`src/rtl/mips_pkg.sv`:
```
// mips_pkg: ALU control codes and multiply unit state encoding shared across the datapath
package mips_pkg;
  localparam logic [2:0] ALU_AND  = 3'b000;
  localparam logic [2:0] ALU_OR   = 3'b001;
  localparam logic [2:0] ALU_ADD  = 3'b010;
  localparam logic [2:0] ALU_MULT = 3'b011;
  localparam logic [2:0] ALU_MFHI = 3'b100;
  localparam logic [2:0] ALU_MFLO = 3'b101;
  localparam logic [2:0] ALU_SUB  = 3'b110;
  localparam logic [2:0] ALU_SLT  = 3'b111;
  typedef enum logic [1:0] {ST_IDLE, ST_RUN, ST_FIX} mult_state_e;
  // codes that belong to the multiply unit and therefore interlock while busy
  function automatic logic is_unit_op(input logic [2:0] code);
    return code == ALU_MULT || code == ALU_MFHI || code == ALU_MFLO;
  endfunction
endpackage

```
`src/rtl/mult_seq_core.sv`:
```
// mult_seq_core: unsigned radix-2 shift-add multiplier, one multiplier bit per cycle
module mult_seq_core #(
  parameter int width = 32
) (
  input  logic                 clk,
  input  logic                 rst_n,
  input  logic                 start,
  input  logic [width-1:0]     mag_a,
  input  logic [width-1:0]     mag_b,
  output logic [2*width-1:0]   acc,
  output logic                 done
);
  localparam int cw = width > 1 ? $clog2(width) : 1;
  logic [2*width-1:0] mcand;
  logic [width-1:0]   mplier;
  logic [cw-1:0]      cnt;
  logic               run;
  // done marks the final iteration; the accumulator holds the full product on the next cycle
  assign done = run && cnt == '0;
  // load magnitudes on start, then add-and-shift once per cycle until the counter expires
  always_ff @(posedge clk or negedge rst_n) begin
    if (!rst_n) begin
      mcand  <= '0;
      mplier <= '0;
      acc    <= '0;
      cnt    <= '0;
      run    <= 1'b0;
    end else if (start) begin
      mcand  <= {{width{1'b0}}, mag_a};
      mplier <= mag_b;
      acc    <= '0;
      cnt    <= cw'(width - 1);
      run    <= 1'b1;
    end else if (run) begin
      if (mplier[0]) acc <= acc + mcand;
      mcand  <= mcand << 1;
      mplier <= mplier >> 1;
      cnt    <= cnt - 1'b1;
      run    <= !done;
    end
  end
endmodule

```
`src/rtl/mult_hilo_unit.sv`:
```
// mult_hilo_unit: sequential signed multiplier with HI/LO registers and PC interlock
module mult_hilo_unit
  import mips_pkg::*;
#(
  parameter int width = 32
) (
  input  logic             clk,
  input  logic             rst_n,
  input  logic             op_valid,
  input  logic [2:0]       ALUControl,
  input  logic [width-1:0] SrcA,
  input  logic [width-1:0] SrcB,
  output logic [width-1:0] Result,
  output logic             stall,
  output logic             busy,
  output logic [width-1:0] HI,
  output logic [width-1:0] LO
);
  mult_state_e        state, state_next;
  logic               neg, start, done, unit_op;
  logic [width-1:0]   mag_a, mag_b;
  logic [2*width-1:0] acc, prod;
  assign unit_op = op_valid && is_unit_op(ALUControl);
  assign busy    = state != ST_IDLE;
  assign stall   = unit_op && busy;
  assign start   = op_valid && ALUControl == ALU_MULT && !busy;
  // the most negative value negates to itself, which is exactly its unsigned magnitude
  assign mag_a   = SrcA[width-1] ? -SrcA : SrcA;
  assign mag_b   = SrcB[width-1] ? -SrcB : SrcB;
  assign prod    = neg ? -acc : acc;
  assign Result  = !op_valid ? '0 : ALUControl == ALU_MFHI ? HI : ALUControl == ALU_MFLO ? LO : '0;
  mult_seq_core #(.width(width)) u_core (
    .clk   (clk),
    .rst_n (rst_n),
    .start (start),
    .mag_a (mag_a),
    .mag_b (mag_b),
    .acc   (acc),
    .done  (done)
  );
  // next state: accept a mult in idle, leave run after the last iteration, fix lasts one cycle
  always_comb begin
    state_next = state;
    state_next = state == ST_IDLE ? (start ? ST_RUN : ST_IDLE) :
                 state == ST_RUN  ? (done  ? ST_FIX : ST_RUN)  : ST_IDLE;
  end
  // state register
  always_ff @(posedge clk or negedge rst_n) begin
    if (!rst_n) state <= ST_IDLE;
    else state <= state_next;
  end
  // remember the product sign for the correction step
  always_ff @(posedge clk or negedge rst_n) begin
    if (!rst_n) neg <= 1'b0;
    else if (start) neg <= SrcA[width-1] ^ SrcB[width-1];
  end
  // HI/LO change only in the fix cycle, so readers never see a partial product
  always_ff @(posedge clk or negedge rst_n) begin
    if (!rst_n) begin
      HI <= '0;
      LO <= '0;
    end else if (state == ST_FIX) begin
      HI <= prod[2*width-1:width];
      LO <= prod[width-1:0];
    end
  end
endmodule
```
`config.mk`:
```
export PLATFORM = sky130hd
export DESIGN_NAME = mult_hilo_unit
export DESIGN_NICKNAME = d
export VERILOG_FILES = /design/src/rtl/mips_pkg.sv /design/src/rtl/mult_seq_core.sv /design/src/rtl/mult_hilo_unit.sv
export SDC_FILE = /design/constraint.sdc
export NUM_CORES = 1
export LEC_CHECK = 0
export ABC_CLOCK_PERIOD_IN_PS = 5400
export CAP_MARGIN = 20
export CORE_UTILIZATION = 60
export CTS_CLUSTER_SIZE = 20
export DETAILED_ROUTE_END_ITERATION = 8
export PLACE_DENSITY = 0.84
export SLEW_MARGIN = 15
export SYNTH_ARGS = -nofsm -noshare
export SYNTH_HDL_FRONTEND = slang
export SYNTH_SLANG_ARGS = --single-unit
```
`constraint.sdc`:
```
create_clock -name clk -period 5.4 [get_ports clk]
set_input_delay 1.35 -clock clk [delete_from_list [all_inputs] [get_ports clk]]
set_output_delay 1.35 -clock clk [all_outputs]
set_load 0.02 [all_outputs]
```
==> summary.md, run 1 <==
| Metric | Value |
|---|---|
| Met2 GRT Util | `52.59%` |
| CP Launch Type | `input port` |
| Critical Path Start | `ALUControl[1]` |
| Initial core utilization | `60.94%` |
| Final setup vio count | `0` |
| Initial antenna violation count | `0` |
| Arr. time, crit path | `3460 ps` |
| M1 GR Usage | `44.12%` |
| Top Usage Layer GRT | `met2` |
| Post-synthesis register bit count | `233` |
| Diode count | `0` |
| Post-placement cell area | `17670 um^2` |
| Fin crit share | `89.08%` |
| Layout filler cell count | `2058` |
| CP max stage delay | `640 ps` |
| Worst Max-Slew Pin Slew | `1079 ps` |
| Share of layout cells above drive strength 1 | `4.616%` |
| Synth top area share | `36.92%` |
| Worst path slowest cell | `clkdlybuf4s50_1` |
| WP data required | `4050 ps` |
| Rows | `59` |
| Area leader, netlist | `dfrtp_1` |
| Hold WC Path Type | `reg -> reg` |
| Residual DRC | `0` |
| Status | `complete, no violations` |
| Critical path depth | `7` |
| Maxcap violations | `0` |
| Pleak | `8.143 nW` |
| Peak supply drop | `0.3967 mV` |
| Clock insertion delay at the later pin of the skew report | `530 ps` |
| Reg area | `5836 um^2` |
| Number of flops mapped to enable cells by yosys | `0` |
| Most frequent cell after synthesis | `nand2_1` |
| Reg2Reg Capture Point | `HI[31]` |
| Design Area, Final | `18480 um^2` |
| Largest net degree at the start of global routing | `156` |
| Crit Path Category | `in -> out` |
| Synth Warn # | `0` |
| Postcts setup bufs | `0` |
| CP Max Fanout | `32` |
| Setup TNS | `0 ps` |
| Hold depth | `2` |
| Area grow syn2layout | `17.04%` |
| Syn_nets | `1948` |
| DR iter-0 viols | `1168` |
| Multi-input gate area in the final layout | `9489 um^2` |
| Count of hold-fix buffers inserted at cts | `0` |
| Synth area leaders | `dfrtp_1, o21ai_0, nand2_1, mux2i_1, ha_1` |
| CP cell instances | `clkdlybuf4s50_1, nand2b_1, nor2_2, buf_4, a22oi_1, nor2b_1, clkdlybuf4s50_1` |
| Number of buffers added on ports | `167` |
| Worst Skew | `16.34 ps` |
| Vias in the first global route | `13.14k` |
| Total gr overflow | `0` |
| CTS Buf Count | `25` |
| Hold Vio Cnt, Final | `0` |
| Worst-path clk slew | `60 ps` |
| Max-slew violations | `0` |
| Height of the die | `164.2 um` |
| Final Critical Period | `4810 ps` |
| Mapped Avg Cell Area | `8.729 um^2` |
| Sequential-to-total area share from yosys stat | `36.92%` |
| Crit path to | `Result[1]` |
| Post-Syn Area | `15790 um^2` |
| Area of the core | `25910 um^2` |
| Synth cell count leaders | `nand2_1, o21ai_0, dfrtp_1, clkbuf_1, mux2i_1` |
| CTS sink cnt | `233` |
| Dpl hpwl | `31360 um` |
| Horiz. Die Dim | `164.2 um` |
| Clock buffer depth | `3` |
| Fmax | `207.9 MHz` |
| CTS HTree Levels | `1` |
| Top cell family by delay on the critical path | `buffers and inverters` |
| Routed Antenna Nets | `0` |
| Ys flop type | `dfrtp_1` |
| TritonRoute pass-1 iters | `5` |
| Reg2Reg Depth | `10` |
| WP buf/inv | `3` |
| Io pins | `168` |
| Root Driver | `clkbuf_16` |
| Tot GR Track Use | `31.61%` |
| Total Wirelength | `41860 um` |
| Power per cell area | `579.9 nW/um^2` |
| First-pass GRT wire length | `67610 um` |
| Vias post-DR | `13.91k` |
| Flop-to-flop setup slack | `1220 ps` |
| CTS tree | `done` |
| Met3 Track Usage GR | `3.232%` |
| Routability-driven placement congestion ratio | `0.9376` |
| Share of flip-flops with an asynchronous set or reset | `100.0%` |
| Post-CTS sizing | `0` |
| Slew headroom | `28.09%` |
| Cell count after synthesis | `1809` |
| Avg WL per Cell | `18.50 um` |
| Most Frequent Cell on Critical Path | `clkdlybuf4s50_1` |
| Via density | `6.148` |
| Synth cell types | `69` |
| RR Startpoint | `u_core.acc[14]` |
| Unrepaired setup endpoints after global routing | `no` |
| Setup crit end kind | `primary output` |
| Nets | `2050` |
| Die area | `26970 um^2` |
==> placed cells by master (no fill, tap or decap), drive strengths merged, types with 18 or more instances in the layout <==
| master | synthesis | final |
|---|---|---|
| nand4 | 21 | 21 |
| nor2b | 39 | 39 |
| buf | 7 | 18 |
| clkbuf | 102 | 34 |
| nor2 | 81 | 81 |
| o31ai | 44 | 44 |
| nand3 | 20 | 20 |
| dfrtp | 233 | 233 |
| clkdlybuf4s50 | 0 | 166 |
| ha | 68 | 68 |
| a22oi | 32 | 32 |
| o41ai | 20 | 20 |
| a21oi | 65 | 65 |
| mux2i | 93 | 93 |
| a21o | 43 | 43 |
| or4 | 27 | 27 |
| inv | 25 | 26 |
| or3 | 26 | 26 |
| xnor2 | 90 | 90 |
| o21ai | 252 | 252 |
| nand2 | 271 | 271 |
| xor2 | 91 | 91 |
==> cell families after synthesis <==
logic type / share of synthesized area, %
adders and majority gates: 5.515
DFF: 36.92
muxes: 5.966
xor gates and xnor gates: 10.04
AOI/OAI and AO/OA: 21.88
and+or+nand+nor: 16.49
buffers and inverters: 3.185
==> cell type report <==
cell class / instances / share of cell area, %
multi-input cells: 1442 / 51.34
flip-flops and latches: 233 / 31.58
repair buffers: 184 / 9.898
clock buffers: 34 / 3.676
well taps: 335 / 2.268
clock inverters: 10 / 0.7312
inverters: 25 / 0.5078
==> report_power, final <==
part / total, mW / internal (mW) / switching (mW)
Combinational: 5.47 / 2.37 / 3.10
Clock: 1.73 / 1.02 / 0.705
Sequential: 3.52 / 2.51 / 1.01
Total: 10.7 / 5.90 / 4.82
==> worst min path at each step <==
stage / from / end / slack (ps)
5_1_grt: LO[0] / LO[0] / 540
3_5_place_dp: LO[0] / LO[0] / 490
4_1_cts: HI[19] / HI[19] / 520
3_3_place_gp: LO[16] / LO[16] / 490
2_1_floorplan: u_core.mplier[31] / u_core.mplier[31] / 470
6_report: LO[12] / LO[12] / 510
==> stage by stage <==
stage                     util (%)  setup WS (ps)  hold slack (ps)  power, mW  std cells
after floorplan                  -           1451            468.6      7.032       1809
after global placement       68.18          714.7            488.3      8.745       2219
after detailed placement     68.18          614.3            493.6      8.903       2219
after CTS                    71.33          612.5            515.8      10.67       2263
after global routing         71.33          525.0            541.4      11.49       2263
final                        71.33          589.8            514.7      10.72       2263
==> tightest hold or removal path, delay by kind of cell (launching register included) <==
family / cells / cell delay (ps)
DFF: 1 / 360
AOI/OAI and AO/OA: 1 / 60
and+or+nand+nor: 1 / 50
==> sequential cells by signal (all words and copies together), names as in the netlist <==
register	flops
state	2
u_core.run	1
neg	1
u_core.acc	64
HI	32
u_core.cnt	5
u_core.mcand	64
u_core.mplier	32
LO	32
==> routing by layer <==
metal / part of all wire, % / vias up
li1: - / 6736
met1: 45 / 6648
met2: 47 / 462
met3: 6.3 / 66
met4: 2.2 / 0
met5: 0 / -
(Power assumes the default switching activity.)
==> run 2: changes to the inputs <==
--- a/config.mk
+++ b/config.mk
@@ -6,11 +6,12 @@
 export NUM_CORES = 1
 export LEC_CHECK = 0
 export ABC_CLOCK_PERIOD_IN_PS = 5400
-export CAP_MARGIN = 20
+export CAP_MARGIN = 15
 export CORE_UTILIZATION = 60
 export CTS_CLUSTER_SIZE = 20
 export DETAILED_ROUTE_END_ITERATION = 8
 export PLACE_DENSITY = 0.84
+export SKIP_CTS_REPAIR_TIMING = 1
 export SLEW_MARGIN = 15
 export SYNTH_ARGS = -nofsm -noshare
 export SYNTH_HDL_FRONTEND = slang
==> results of run 2 <==
The final DEF is identical to that of run 1; final timing and power are the same.
==> run 3: changes to the inputs <==
--- a/config.mk
+++ b/config.mk
@@ -5,12 +5,15 @@
 export SDC_FILE = /design/constraint.sdc
 export NUM_CORES = 1
 export LEC_CHECK = 0
+export ABC_AREA = 1
 export ABC_CLOCK_PERIOD_IN_PS = 5400
 export CAP_MARGIN = 15
 export CORE_UTILIZATION = 60
+export CTS_BUF_LIST = sky130_fd_sc_hd__clkbuf_8
 export CTS_CLUSTER_SIZE = 20
 export DETAILED_ROUTE_END_ITERATION = 8
-export PLACE_DENSITY = 0.84
+export MAX_ROUTING_LAYER = met4
+export PLACE_DENSITY = 0.82
 export SKIP_CTS_REPAIR_TIMING = 1
 export SLEW_MARGIN = 15
 export SYNTH_ARGS = -nofsm -noshare
==> run 3 against run 2 <==
- synthesized cell count up 82%
- setup slack worse by 370 ps
- combinational power is 4% lower
- total power down 4.9%
- global-route usage increased by 12 points
- worst hold slack got worse by 37 ps
- sequential share of layout area fell by 5.8 points
- non-clock buffer count up 6
- fmax is 7.1% lower
- clock-buffer cell count increased by 21
- critical endpoint is now Result[26]
- largest power group unchanged
==> summary.md, run 3 <==
| Metric | Value |
|---|---|
| Status | `complete, no violations (unchanged)` |
| Routability-driven placement congestion ratio | `1.055 (was 0.9376)` |
| Xor and xnor area share after synthesis | `2.892% (was 10.04%)` |
| Final setup vio count | `0 (unchanged)` |
| Avg WL per Cell | `17.86 um (was 18.50 um)` |
| Flop-to-flop setup slack | `2250 ps (was 1220 ps)` |
| DR iter-0 viols | `2425 (was 1168)` |
| Setup TNS | `0 ps (unchanged)` |
| Number of flops mapped to enable cells by yosys | `0 (unchanged)` |
| Most frequent cells in the layout | `nand2_1, inv_1, nor2_1 (was nand2_1, o21ai_0, dfrtp_1)` |
| Synth Warn # | `0 (unchanged)` |
| Vias post-DR | `22.36k (was 13.91k)` |
| CTS tree | `done (unchanged)` |
| Root Driver | `clkbuf_8 (was clkbuf_16)` |
| Syn_nets | `3426 (was 1948)` |
| Synth area leaders | `dfrtp_1, nand2_1, inv_1, nor2_1, nand3_1 (was dfrtp_1, o21ai_0, nand2_1, mux2i_1, ha_1)` |
| RR Startpoint | `state[1] (was u_core.acc[14])` |
| Clock insertion delay at the later pin of the skew report | `630 ps (was 530 ps)` |
| Post-synthesis register bit count | `233 (unchanged)` |
| Tot Pwr | `10.20 mW (was 10.72 mW)` |
| Crit Path Category | `in -> out (unchanged)` |
| Critical path depth | `7 (unchanged)` |
| Worst Skew | `36.79 ps (was 16.34 ps)` |
| Io pins | `168 (unchanged)` |
| Total gr overflow | `0 (unchanged)` |
| Synth top area share | `29.62% (was 36.92%)` |
| Share of layout cells above drive strength 1 | `3.904% (was 4.616%)` |
| WP data required | `4050 ps (about the same)` |
| Synth Area in Simple Gates | `38.29% (was 16.49%)` |
| Diode count | `0 (unchanged)` |
| Fmax | `193.1 MHz (was 207.9 MHz)` |
| Final Critical Period | `5178 ps (was 4810 ps)` |
| Peak supply drop | `0.2933 mV (was 0.3967 mV)` |
| Area of the core | `31880 um^2 (was 25910 um^2)` |
| Hold Vio Cnt, Final | `0 (unchanged)` |
| Top cell family by delay on the critical path | `buffers and inverters (unchanged)` |
| Initial core utilization | `61.75% (was 60.94%)` |
| Die area | `33540 um^2 (was 26970 um^2)` |
| Mapped Avg Cell Area | `5.990 um^2 (was 8.729 um^2)` |
| CTS sink cnt | `233 (unchanged)` |
| Area leader, netlist | `dfrtp_1 (unchanged)` |
| CP Max Fanout | `17 (was 32)` |
| Hold WC Path Type | `reg -> reg (unchanged)` |
| Most Frequent Cell on Critical Path | `clkdlybuf4s50_1 (unchanged)` |
| Critical Path Start | `ALUControl[0] (was ALUControl[1])` |
| Worst path slowest cell | `clkdlybuf4s50_1 (unchanged)` |
| Post-Synth Adder-Cell Area | `4.423% (was 5.515%)` |
| Rows | `65 (was 59)` |
| Nets | `3565 (was 2050)` |
| Cell count after synthesis | `3287 (was 1809)` |
| Top Registers | `u_core.acc (64), u_core.mcand (64) (unchanged)` |
| Arr. time, crit path | `3830 ps (was 3460 ps)` |
| First-pass GRT wire length | `110600 um (was 67610 um)` |
| Worst Max-Slew Pin Slew | `1171 ps (was 1079 ps)` |
| Synth cell types | `47 (was 69)` |
| CP cell instances | `clkdlybuf4s50_1, inv_4, nand3_1, o22ai_1, inv_1, nor2_1, clkdlybuf4s50_1 (was clkdlybuf4s50_1, nand2b_1, nor2_2, buf_4, a22oi_1, nor2b_1, clkdlybuf4s50_1)` |
| Via density | `5.743 (was 6.148)` |
| Number of buffers added on ports | `167 (unchanged)` |
| Reg2Reg Depth | `7 (was 10)` |
| Share of flip-flops with an asynchronous set or reset | `100.0% (unchanged)` |
| Mux cell area share after synthesis | `0% (was 5.966%)` |
| Sequential-to-total area share from yosys stat | `29.62% (was 36.92%)` |
| Reg2Reg Capture Point | `u_core.mplier[3] (was HI[31])` |
| Crit path to | `Result[26] (was Result[1])` |
| CP Launch Type | `input port (unchanged)` |
| Tot GR Track Use | `43.31% (was 31.61%)` |
| Setup crit end kind | `primary output (unchanged)` |
| Post-placement cell area | `21670 um^2 (was 17670 um^2)` |
| Initial antenna violation count | `0 (unchanged)` |
| Height of the die | `183.1 um (was 164.2 um)` |
| Most frequent cell after synthesis | `nand2_1 (unchanged)` |
| Residual DRC | `0 (unchanged)` |
| Synth cell count leaders | `nand2_1, inv_1, nor2_1, nand3_1, dfrtp_1 (was nand2_1, o21ai_0, dfrtp_1, clkbuf_1, mux2i_1)` |
| Fin crit share | `95.90% (was 89.08%)` |
| Synth Area in Compound Gates | `11.74% (was 21.88%)` |
| Vias in the first global route | `21.08k (was 13.14k)` |
| Power per cell area | `450.9 nW/um^2 (was 579.9 nW/um^2)` |
| Largest family of logic cells by synthesized area | `simple AND/OR/NAND/NOR gates (was compound AO/OA/AOI/OAI gates)` |
| Design Area, Final | `22610 um^2 (was 18480 um^2)` |
| Pleak | `11.92 nW (was 8.143 nW)` |
| CP max stage delay | `650 ps (was 640 ps)` |
| Post-Syn Area | `19690 um^2 (was 15790 um^2)` |
| Largest net degree at the start of global routing | `114 (was 156)` |
| Unrepaired setup endpoints after global routing | `no (unchanged)` |
| Most common cell after layout, fill and taps aside | `nand2_1 (unchanged)` |
| Ys flop type | `dfrtp_1 (unchanged)` |
| Worst-path clk slew | `60 ps (about the same)` |
| CTS Buf Count | `43 (was 25)` |
| Total Wirelength | `69530 um (was 41860 um)` |
| Max-slew violations | `0 (unchanged)` |
| WP buf/inv | `4 (was 3)` |
| Horiz. Die Dim | `183.1 um (was 164.2 um)` |
| Clock buffer depth | `3 (unchanged)` |
| Dpl hpwl | `53770 um (was 31360 um)` |
| Maxcap violations | `0 (unchanged)` |
| Slew headroom | `21.84% (was 28.09%)` |
| TritonRoute pass-1 iters | `6 (was 5)` |
| Routed Antenna Nets | `0 (unchanged)` |
| Area grow syn2layout | `14.87% (was 17.04%)` |
| CTS HTree Levels | `2 (was 1)` |
## run 3: cell types whose count changed in the layout (fill, tap and decap cells not counted), moves of 45 or more
cell      delta
nand4_1     +45
inv_1      +541
xnor2_1     -83
clkbuf_8    +53
mux2i_1     -93
nand3_1    +220
nor2_1     +239
nand2_1    +875
## run 3: worst register-to-register path: stages (launching register included)
cell	delay [ps]
dfrtp_1	410
nor2_1	520
nand3_2	310
inv_2	580
nor2_4	70
inv_2	700
o221ai_1	340
nand2_1	130
## run 3: area by class of cell
type                            instances  area [um^2]
Clock buffer                           55        757.0
Inverter                              569         2138
Sequential cell                       233         5832
Fill cell                            2827         9266
Multi-Input combinational cell       2389        11300
Tap cell                              435        544.3
Timing Repair Buffer                  190         1862
Clock inverter                         22        183.9
## run 3: stage by stage
step	std cells	setup WS [ps]	hold slack [ps]	util, %
2_1_floorplan	3287	1605	448.7	-
3_3_place_gp	3816	548.2	463.5	67.98
3_5_place_dp	3816	311.1	466.8	67.98
4_1_cts	3893	250.7	481.5	70.93
5_1_grt	3893	162.0	496.0	70.93
6_report	3893	221.6	477.6	70.93
## run 3: cells by family (layout without fill, tap and decap cells)
kind of cell | Yosys count | after routing
AOI/OAI and AO/OA | 419 | 419
and+or+nand+nor | 1836 | 1836
xor gates and xnor gates | 65 | 65
adders and majority gates | 69 | 69
DFF | 233 | 233
buffers and inverters | 665 | 836
## run 3: worst min path at each step
stage	startpoint	to	slack, ps	depth (start not counted)
floorplan	u_core.mplier[22]	u_core.mplier[22]	450	2
global placement	u_core.mplier[22]	u_core.mplier[22]	460	2
detailed placement	u_core.mplier[21]	u_core.mplier[21]	470	2
CTS	u_core.mplier[15]	u_core.mplier[15]	480	2
global route	u_core.mplier[21]	u_core.mplier[21]	500	2
finish	u_core.mplier[15]	u_core.mplier[15]	480	2
## run 3: per-layer routing
metal | track usage [%] | vias up | wire length (um)
met4 | 17.40 | 0 | 2927
li1 | - | 10609 | -
met3 | 7.149 | 204 | 6654
met2 | 69.55 | 1181 | 31630
met5 | - | - | 0
met1 | 54.49 | 10364 | 28310
## run 3: where the power goes
part           internal [mW]  total (mW)  switching [mW]
clock network           1.06        1.90           0.837
registers               2.28        3.03           0.748
logic                   1.67        5.27            3.60
